$ cat src/rtl/button_pulse_ctrl.sv
// Push-button conditioner: per channel 2-FF sync, debounce, press/release pulses, optional auto-repeat.
// Latency: raw change to btn_level/btn_pulse is DEBOUNCE_CYCLES+2 cycles; no backpressure (free-running outputs).
module button_pulse_ctrl #(
    parameter int N_CH            = 3,
    parameter int DEBOUNCE_CYCLES = 4,
    parameter int REPEAT_DELAY    = 16,
    parameter int REPEAT_PERIOD   = 8,
    parameter int CNT_W           = 20
) (
    input  logic            Clk,
    input  logic            Reset,
    input  logic [N_CH-1:0] btn_raw,
    input  logic [N_CH-1:0] repeat_en,
    output logic [N_CH-1:0] btn_level,
    output logic [N_CH-1:0] btn_pulse,
    output logic [N_CH-1:0] btn_release
);

    typedef enum logic [1:0] {
        IDLE   = 2'd0,
        HOLD   = 2'd1,
        REPEAT = 2'd2
    } state_t;

    localparam logic [CNT_W-1:0] CNT_ZERO = '0;
    localparam logic [CNT_W-1:0] CNT_ONE  = CNT_W'(1);
    localparam logic [CNT_W-1:0] DEB_LAST = CNT_W'(DEBOUNCE_CYCLES - 1);
    localparam logic [CNT_W-1:0] DLY_LAST = CNT_W'(REPEAT_DELAY - 1);
    localparam logic [CNT_W-1:0] PER_LAST = CNT_W'(REPEAT_PERIOD - 1);

    for (genvar g = 0; g < N_CH; g++) begin : g_ch
        logic             s1;
        logic             s2;
        logic             stable;
        logic [CNT_W-1:0] cnt;
        logic [CNT_W-1:0] rcnt;
        logic [CNT_W-1:0] rcnt_nxt;
        state_t           state;
        state_t           state_nxt;
        logic             pulse_nxt;
        logic             rel_nxt;
        logic             level_q;
        logic             pulse_q;
        logic             rel_q;

        // Any cycle where s2 agrees with the stable value restarts the count.
        always_ff @(posedge Clk) begin
            if (Reset) begin
                s1     <= 1'b0;
                s2     <= 1'b0;
                stable <= 1'b0;
                cnt    <= CNT_ZERO;
            end else begin
                s1 <= btn_raw[g];
                s2 <= s1;
                if (s2 == stable) begin
                    cnt <= CNT_ZERO;
                end else if (cnt == DEB_LAST) begin
                    stable <= s2;
                    cnt    <= CNT_ZERO;
                end else begin
                    cnt <= cnt + CNT_ONE;
                end
            end
        end

        always_comb begin
            state_nxt = state;
            rcnt_nxt  = rcnt;
            pulse_nxt = 1'b0;
            rel_nxt   = 1'b0;
            case (state)
                IDLE: begin
                    if (stable) begin
                        state_nxt = HOLD;
                        rcnt_nxt  = CNT_ZERO;
                        pulse_nxt = 1'b1;
                    end
                end
                HOLD: begin
                    if (!stable) begin
                        state_nxt = IDLE;
                        rcnt_nxt  = CNT_ZERO;
                        rel_nxt   = 1'b1;
                    end else if (!repeat_en[g]) begin
                        rcnt_nxt = CNT_ZERO;
                    end else if (rcnt == DLY_LAST) begin
                        state_nxt = REPEAT;
                        rcnt_nxt  = CNT_ZERO;
                        pulse_nxt = 1'b1;
                    end else begin
                        rcnt_nxt = rcnt + CNT_ONE;
                    end
                end
                REPEAT: begin
                    // A release in the cycle a repeat would fire suppresses that repeat.
                    if (!stable) begin
                        state_nxt = IDLE;
                        rcnt_nxt  = CNT_ZERO;
                        rel_nxt   = 1'b1;
                    end else if (!repeat_en[g]) begin
                        state_nxt = HOLD;
                        rcnt_nxt  = CNT_ZERO;
                    end else if (rcnt == PER_LAST) begin
                        rcnt_nxt  = CNT_ZERO;
                        pulse_nxt = 1'b1;
                    end else begin
                        rcnt_nxt = rcnt + CNT_ONE;
                    end
                end
                default: begin
                    state_nxt = IDLE;
                    rcnt_nxt  = CNT_ZERO;
                end
            endcase
        end

        always_ff @(posedge Clk) begin
            if (Reset) begin
                state   <= IDLE;
                rcnt    <= CNT_ZERO;
                level_q <= 1'b0;
                pulse_q <= 1'b0;
                rel_q   <= 1'b0;
            end else begin
                state   <= state_nxt;
                rcnt    <= rcnt_nxt;
                level_q <= stable;
                pulse_q <= pulse_nxt;
                rel_q   <= rel_nxt;
            end
        end

        assign btn_level[g]   = level_q;
        assign btn_pulse[g]   = pulse_q;
        assign btn_release[g] = rel_q;
    end

endmodule

$ cat config.mk
export PLATFORM = sky130hd
export DESIGN_NAME = button_pulse_ctrl
export DESIGN_NICKNAME = d
export VERILOG_FILES = /design/src/rtl/button_pulse_ctrl.sv
export SDC_FILE = /design/constraint.sdc
export NUM_CORES = 1
export LEC_CHECK = 0
export ABC_AREA = 1
export BUFFER_PORTS_ARGS = -buffer_cell sky130_fd_sc_hd__buf_4
export CAP_MARGIN = 30
export CORE_MARGIN = 8
export CORE_UTILIZATION = 40
export DETAILED_ROUTE_END_ITERATION = 6
export PLACE_DENSITY = 0.55
export REMOVE_ABC_BUFFERS = 1
export SLEW_MARGIN = 20
export SYNTH_ARGS = -nofsm -noshare
export SYNTH_HDL_FRONTEND = slang
export SYNTH_SLANG_ARGS = --single-unit
$ cat constraint.sdc
create_clock -name Clk -period 1.55 [get_ports Clk]
set_input_delay 0.31 -clock Clk [delete_from_list [all_inputs] [get_ports Clk]]
set_output_delay 0.31 -clock Clk [all_outputs]
set_load 0.02 [all_outputs]
======== Yosys cells after proc, flatten, opt, wreduce, memory -nomap -nowiden ========
Index checks and enable logic that the tools add are counted.
word-level totals
  register bits after elaboration ......... 144
  input port bits ......................... 8
  output and inout port bits .............. 9
  word-level logic and storage cells ...... 159
cells by class
  add/sub/neg operators ................... 6
  eq/ne operators ......................... 30
  mux-type cells .......................... 72
  bitwise operators ....................... 6
  reductions and logical operators ........ 18
operators by type and width
  kind                                                                     number
  20-bit 2-to-1 mux                                                        21
  20-bit one-hot mux with 3 select lines                                   3
  20-bit by 1-bit adder with 20-bit output (second input constant)         6
  20-bit by 2-bit equality test with 1-bit output (second input constant)  3
  20-bit by 3-bit equality test with 1-bit output (second input constant)  3
  20-bit by 4-bit equality test with 1-bit output (second input constant)  3
  2-bit 2-to-1 mux                                                         18
  3-bit != test (second input constant)                                    9
  1-bit 2-to-1 mux                                                         24
  2-bit one-hot mux with 3 select lines                                    3
  4-bit AND reduction                                                      3
  2-bit OR reduction                                                       6
  1-bit one-hot mux with 3 select lines                                    3
  3-bit OR reduction                                                       3
  2-bit by 1-bit equality test with 1-bit output (second input constant)   3
  2-bit equality test (second input constant)                              3
  2-bit logical NOT                                                        3
  2-bit != test (second input constant)                                    3
  1-bit inverter                                                           6
  2-bit AND reduction                                                      3
  1-bit equality test                                                      3

======== Longest topological paths before layout ========
Gate-level depths: netlist of run 1.
  depth after elaboration ................. 5
  mapped depth ............................ 10
  gate-level depth less buffers ........... 10

======== Worst setup path before layout of run 1 ========
OpenSTA, ideal clock, no wires.
  kind .................................... reg2reg
  start point ............................. reg g_ch[1].cnt[0]
  end point ............................... reg g_ch[1].cnt[14]
  arrival ................................. 1436 ps
  data required time ...................... 1427 ps
  setup slack ............................. -8 ps
  cell stages (with the launch flop) ...... 9
  buffers on the path ..................... 0
  path through ............................ dfxtp_1 > ha_1 > nand3_1 > nor2_1 > nand3_1 > nor2_1 > nand3_1 > nor2_1 > nor3_1
on the way
  longest elaborated chain between the ends .. 2
ends and longest elaborated chain
  element                                                                                           RTL line  source
  start: declaration                                                                                35        logic [CNT_W-1:0] cnt;
  start signal: assignment                                                                          62        cnt <= cnt + CNT_ONE;
  parallel branches: the longest is 2 deep, another holds 20-bit by 1-bit adder with 20-bit output  -
Several ways; the timed one is not identified.
A chain may end at the register's enable or synchronous reset.

======== Final worst setup path of run 1 ========
  start point ............................. reg g_ch[2].rcnt[1]
  end point ............................... reg g_ch[2].rcnt[7]
on the way
  longest elaborated chain between the ends .. 5
ends and longest elaborated chain
  element                                                           RTL line  source
  start: declaration                                                36        logic [CNT_W-1:0] rcnt;
  start signal: assignment                                          127       rcnt <= rcnt_nxt;
  20-bit by 1-bit adder with 20-bit output (tied with other cells)  92, 108
  20-bit 2-to-1 mux (on tied branches)                              104, 87
  20-bit 2-to-1 mux (on tied branches)                              101, 85
  20-bit 2-to-1 mux (on tied branches)                              97, 81
  20-bit one-hot mux with 3 select lines (*)                        72        case (state)
Mark *: on every way between the ends. The rest lies on a longest branch, timed or not.

==> results_dict.tcl, run 1 <==
set metrics [dict create \
    clockBufferDepth 2 \
    die_h_um 159.8 \
    synthToLayoutAreaGrowth_pct 26.02 \
    min_path_type "in -> reg" \
    grt_pass1_wl_mm 33.82 \
    critPathKind "reg -> reg" \
    startpoint "g_ch[2].rcnt[1]" \
    crit_required_ns 1.84 \
    drive_gt1_frac 0.2346 \
    postRouteAntennaNets 0 \
    fin_worst_skew_ns 0.01002 \
    antenna_found_initial 0 \
    finalSetupTns_ns 0 \
    antenna_cells 0 \
    synthDistinctLibCells 39 \
    cellPowerDensity_mw_per_mm2 965.6 \
    sequentialPowerShare 0.387 \
    ys_ff_latch 144 \
    io_pins 17 \
    root_buffer "clkbuf_16" \
    cp-end-kind "flop" \
    syn_avg_cell_area_um2 6.758 \
    drt_iter0_markers 513 \
    pwr-share-clk 0.405 \
    crit_fanout 6 \
    p_comb_frac 0.208 \
    h-tree-depth 4 \
    hold_viol_final 0 \
    finalWeightedCongestion 0.8346 \
    num-nets-final 1348 \
    r2r-end "g_ch[2].rcnt[7]" \
    wl_mm 20.25 \
    rsz0062_at_grt "true" \
    rows 52 \
    clk-insertion-delay-late_ns 0.42 \
    swShare 0.2984 \
    dieArea_mm2 0.02552 \
    clock.fmax_mhz 665.5 \
    fp.coreArea_mm2 0.02023 \
    drc_errors 0 \
    timing.final.crit_share 0.9694 \
    routed-via-count 7847 \
    clk_pin_slew_ns 0.06 \
    dpl.hpwl_mm 13.77 \
    filler_cell_count 1973 \
    timing.final.max_slew_violations 0 \
    netlist_instances 1223 \
    cts_buffers 17 \
    arrival_ns 1.80 \
    initial_core_util 0.4085 \
    slew_headroom 0.6871 \
    grt_max_degree 34 \
    yosys_warnings 0 \
    cts_tree "done" \
    drtPass1Iterations 5 \
    leakage_uw 0.003931 \
    yosysSeqAreaShare 0.3488 \
    r2r-start "g_ch[2].rcnt[1]" \
    r2r_slack_ns 0.05 \
    holdBufCountCts 0 \
    p_switching_uw 3001 \
    fin_cells 1604 \
    cts_sinks 144 \
    start_kind "flop" \
    grt_usage 0.1547 \
    routed_via_density 4.892 \
    status "finished, final reports clean" \
    p_int_uw 7057 \
    wl_per_cell_um 12.62 \
    reg2reg_depth 9 \
    die_x_um 159.8 \
    maxCapViolations 0 \
    peakVddDrop_v 0.0007024 \
    period_needed_ns 1.503 \
    whs_ns 0.1031 \
    worstHoldStart "btn_raw[1]" \
    port_buffers 16 \
    crit_end "g_ch[2].rcnt[7]" \
    grt_overflow 0 \
    first_global_vias 7346 \
    worst_slew_pin_slew_ns 0.4693 \
    place_inst 1555 \
    setup_viol 0 \
    syn-cell-area_mm2 0.008265 \
]
==> cell usage in the layout (no fill, tap or decap), drive strengths merged, types with 7 or more instances in the layout <==
cell / count
o21ai: 21
a21oi: 91
inv: 130
dfxtp: 144
a31oi: 9
nand2: 288
nand3: 117
nand4: 31
nor2: 208
xor2: 47
clkbuf: 23
nor3: 37
or2: 13
clkinv: 7
ha: 18
nand3b: 11
buf: 116
==> sequential cells by signal (all words and copies together) (netlist names) <==
register / flops
g_ch.s1: 3
g_ch.rcnt: 60
g_ch.s2: 3
g_ch.level_q: 3
g_ch.state: 6
g_ch.cnt: 60
g_ch.pulse_q: 3
g_ch.rel_q: 3
g_ch.stable: 3
==> layout make-up <==
class	instances	area, µm²	area share
Sequential cell	144	2929	0.2812
Clock buffer	19	432.9	0.04156
Clock inverter	12	143.9	0.01381
Multi-Input combinational cell	909	5045	0.4843
Inverter	130	488.0	0.04685
Timing Repair Buffer	120	1040	0.09982
Tap cell	270	337.8	0.03243
==> worst max-delay path, stage by stage, from the launching register on <==
cell,delay [ns]
dfxtp_2,0.35
ha_4,0.15
nand2_4,0.06
nor2_4,0.19
nand3_2,0.12
nand2_2,0.11
nand2_4,0.09
buf_12,0.15
nand3b_1,0.11
a21oi_2,0.07
==> how the worst min path moves through the flow <==
stage	depth (start not counted)	slack, ns	endpoint
2_1_floorplan	1	0.37	g_ch[0].rcnt[19]
3_3_place_gp	2	0.40	g_ch[2].s2
3_5_place_dp	2	0.40	g_ch[2].s2
4_1_cts	3	0.09	g_ch[1].s1
5_1_grt	3	0.11	g_ch[0].s1
6_report	3	0.10	g_ch[1].s1
==> through the flow <==
| step | setup slack (ns) | total power, µW | cell area [µm²] | utilization |
|---|---|---|---|---|
| after floorplan | -0.4440 | 5043 | 8035 | - |
| after global placement | -0.01688 | 5778 | 9189 | 0.4541 |
| after detailed placement | -0.03417 | 5761 | 9189 | 0.4541 |
| after CTS | 0.008513 | 9882 | 9789 | 0.4838 |
| after global routing | -0.04220 | 10610 | 10420 | 0.5148 |
| final | 0.04740 | 10060 | 10420 | 0.5148 |
==> power by group through the flow <==
stage          Sequential, µW  Clock, µW  Combinational (µW)
2_1_floorplan            3980          0                1060
3_3_place_gp             3960          0                1820
3_5_place_dp             3960          0                1800
4_1_cts                  3880       4180                1820
5_1_grt                  3910       4370                2330
6_report                 3890       4080                2090
==> layer usage <==
layer	track usage	share of wire
met1	0.2021	0.49
met2	0.2532	0.47
met3	0.02982	0.026
met4	0.04674	0.010
met5	0	0
==> kinds of logic after synthesis <==
family                   synth area share
XOR/XNOR                          0.05510
buffers and inverters             0.08689
adder cells (fa/ha/maj)           0.02725
AND/OR/NAND/NOR                    0.4034
flip-flops                         0.3488
AO/OA/AOI/OAI                     0.07857
==> repair_timing <==
item,CTS,global route
gates resized for setup,4,123
buffers inserted,0,13
pin swaps,0,31
endpoints found under the setup margin,13,101
cloned,0,5
hold endpoints to repair,0,0
==> cell usage after synthesis (all sizes together) <==
| cell | instances | share of area |
|---|---|---|
| nand4 | 31 | 0.023 |
| nor3b | 4 | 0.0042 |
| or2 | 13 | 0.0098 |
| dfxtp | 144 | 0.35 |
| o22ai | 1 | 0.00076 |
| nand3 | 117 | 0.074 |
| o21bai | 1 | 0.00091 |
| o21ai | 21 | 0.013 |
| nor4 | 4 | 0.0048 |
| nand3b | 11 | 0.010 |
| ha | 18 | 0.027 |
| o21a | 1 | 0.00091 |
| or3 | 1 | 0.00076 |
| clkbuf | 15 | 0.0068 |
| nor2 | 208 | 0.11 |
| nor3 | 37 | 0.026 |
| xor2 | 47 | 0.050 |
| buf | 25 | 0.021 |
| a21oi | 91 | 0.056 |
| nand2 | 288 | 0.14 |
| inv | 130 | 0.059 |
| xnor2 | 5 | 0.0053 |
| a31oi | 9 | 0.0068 |
| a211oi | 1 | 0.00091 |
No activity file was read; power rests on OpenSTA's default activity.
==> inputs of run 2 (changes only) <==
--- a/config.mk
+++ b/config.mk
@@ -13,6 +13,7 @@
 export DETAILED_ROUTE_END_ITERATION = 6
 export PLACE_DENSITY = 0.55
 export REMOVE_ABC_BUFFERS = 1
+export SETUP_SLACK_MARGIN = 0.2
 export SLEW_MARGIN = 20
 export SYNTH_ARGS = -nofsm -noshare
 export SYNTH_HDL_FRONTEND = slang
==> run 2 against run 1 <==
Effect of this change:
- critical path depth fell by 2
- wire length rose by 23%
- sequential cell count did not move
- clock skew fell by 0.0010 ns
- cell count rose by 5.3%
- highest routed layer unchanged
- clock-buffer cell count did not move
- first-iteration DRC count fell by 1.4%
- fmax fell by 0.77%
- power rose by 7.3%
- setup slack got worse by 0.012 ns
==> results_dict.tcl, run 2 (synthesized netlist as in run 1, its figures left out) <==
set metrics [dict create \
    fin_cells 1689 \
    rsz0062_at_grt "true" \
    routed_via_density 5.122 \
    place_inst 1555 \
    timing.final.max_slew_violations 0 \
    crit_required_ns 1.89 \
    final_cell_mix "nand2_1 (225), buf_4 (139), nor2_1 (107), inv_1 (92), dfxtp_2 (62)" \
    arrival_ns 1.85 \
    grt_usage 0.1750 \
    antenna_found_initial 0 \
    port_buffers 16 \
    wl_mm 24.92 \
    cts_tree "done" \
    timing.final.crit_share 0.9769 \
    period_needed_ns 1.514 \
    status "finished, final reports clean" \
    grt_max_degree 34 \
    layout_setup_ws_ns 0.03575 \
    r2r-end "g_ch[0].rcnt[14]" \
    crit_fanout 12 \
    slew_headroom 0.7153 \
    dpl.hpwl_mm 13.77 \
    leakage_uw 0.004901 \
    clk-insertion-delay-late_ns 0.42 \
    top_regs "g_ch.cnt (60), g_ch.rcnt (60), g_ch.state (6)" \
    clockBufferDepth 2 \
    clock.fmax_mhz 660.4 \
    top_layer "met4" \
    drtPass1Iterations 5 \
    peakVddDrop_v 0.0007649 \
    fin_worst_skew_ns 0.009020 \
    initial_core_util 0.4085 \
    holdBufCountCts 0 \
    drc_errors 0 \
    start_kind "flop" \
    layout_commonest_cell "nand2_1" \
    h-tree-depth 4 \
    maxCapViolations 0 \
    r2r_slack_ns 0.04 \
    die_x_um 159.8 \
    setup_viol 0 \
    min_path_type "in -> reg" \
    io_pins 17 \
    num-nets-final 1433 \
    routed-via-count 8651 \
    dr_wl_met2_mm 12.80 \
    first_global_vias 8139 \
    filler_cell_count 1595 \
    die_h_um 159.8 \
    reg2reg_depth 7 \
    finalWeightedCongestion 0.8346 \
    m1WireLength_mm 10.90 \
    cts_sinks 144 \
    hold_viol_final 0 \
    wl_per_cell_um 14.75 \
    dr_wl_met3_um 830 \
    hold_end "g_ch[1].s1" \
    critPathKind "reg -> reg" \
    min_path_cells 3 \
    drt_iter0_markers 506 \
    drive_gt1_frac 0.4898 \
    dieArea_mm2 0.02552 \
    fp.coreArea_mm2 0.02023 \
    grt_overflow 0 \
    synthToLayoutAreaGrowth_pct 58.24 \
    rows 52 \
    clk_pin_slew_ns 0.06 \
    antenna_cells 0 \
    cts_buffers 17 \
    root_buffer "clkbuf_16" \
    r2r-start "g_ch[0].state[1]" \
    worst_slew_pin_slew_ns 0.4271 \
    worstHoldStart "btn_raw[1]" \
    cellPowerDensity_mw_per_mm2 825.4 \
    dp_slack_ns -0.03417 \
    postRouteAntennaNets 0 \
    grt_pass1_wl_mm 38.06 \
    cp-end-kind "flop" \
]
[run 2: cell count changes in the layout (fill, tap and decap cells not counted), moves of 31 or more]
cell     delta
nor2_4     +37
a21oi_2    +31
buf_4      +31
nor2_1     -56
nand3_1    -43
dfxtp_2    +40
buf_6      +36
nand2_1    -38
dfxtp_1    -59
a21oi_1    -33
[run 2: what timing repair did]
action                                  in CTS  in global routing
resized for setup                          222                389
pin swaps                                   87                150
buffers inserted                            47                 38
endpoints found under the setup margin     128                131
gates cloned                                10                  8
[run 2: worst max path at each step]
stage | from | endpoint | slack, ns | cells after the start
floorplan | g_ch[0].state[0] | g_ch[0].rcnt[6] | -0.44 | 9
global placement | g_ch[2].cnt[0] | g_ch[2].cnt[14] | -0.02 | 8
detailed placement | g_ch[2].cnt[0] | g_ch[2].cnt[14] | -0.03 | 8
CTS | g_ch[0].rcnt[1] | g_ch[0].rcnt[18] | 0.09 | 10
global route | g_ch[1].rcnt[1] | g_ch[1].rcnt[18] | -0.04 | 11
finish | g_ch[0].state[1] | g_ch[0].rcnt[14] | 0.04 | 7
[run 2: area by class of cell]
class	count	area (µm²)	share of cell area
multi-input combinational	912	6583	0.5033
sequential	144	3050	0.2332
timing repair buffer	202	2031	0.1553
inverter	130	500.5	0.03827
clock buffer	19	432.9	0.03310
tap	270	337.8	0.02583
clock inverter	12	143.9	0.01100
[run 2: power by group]
group / switching (µW) / internal [µW] / total, µW
logic: 1740 / 1060 / 2800
clock network: 1600 / 2500 / 4100
registers: 97.2 / 3800 / 3890
total: 3430 / 7360 / 10800
[run 2: critical path, cell delays in order, from the launching register on]
cell and delay, ns:
dfxtp_2 0.35, inv_2 0.06, ha_2 0.32, inv_2 0.06, nor2_4 0.16, buf_6 0.19
nand3_1 0.11, a21oi_1 0.18
[run 2: stage by stage]
stage	hold WS [ns]	setup TNS, ns	total power (µW)	utilization	cell area (µm²)
after global placement	0.3955	-0.01688	5778	0.4541	9189
after CTS	0.08878	0	10240	0.5504	11140
after floorplan	0.3724	-7.410	5043	-	8035
final	0.09805	0	10790	0.6464	13080
after detailed placement	0.4011	-0.07582	5761	0.4541	9189
after global routing	0.1078	-0.2562	11310	0.6464	13080
[run 2: metal layers]
layer  vias up  track usage
met5         -            0
met4         0      0.05274
met3        38      0.03239
met2       170       0.3017
met1      4114       0.2174
li1       4329            -
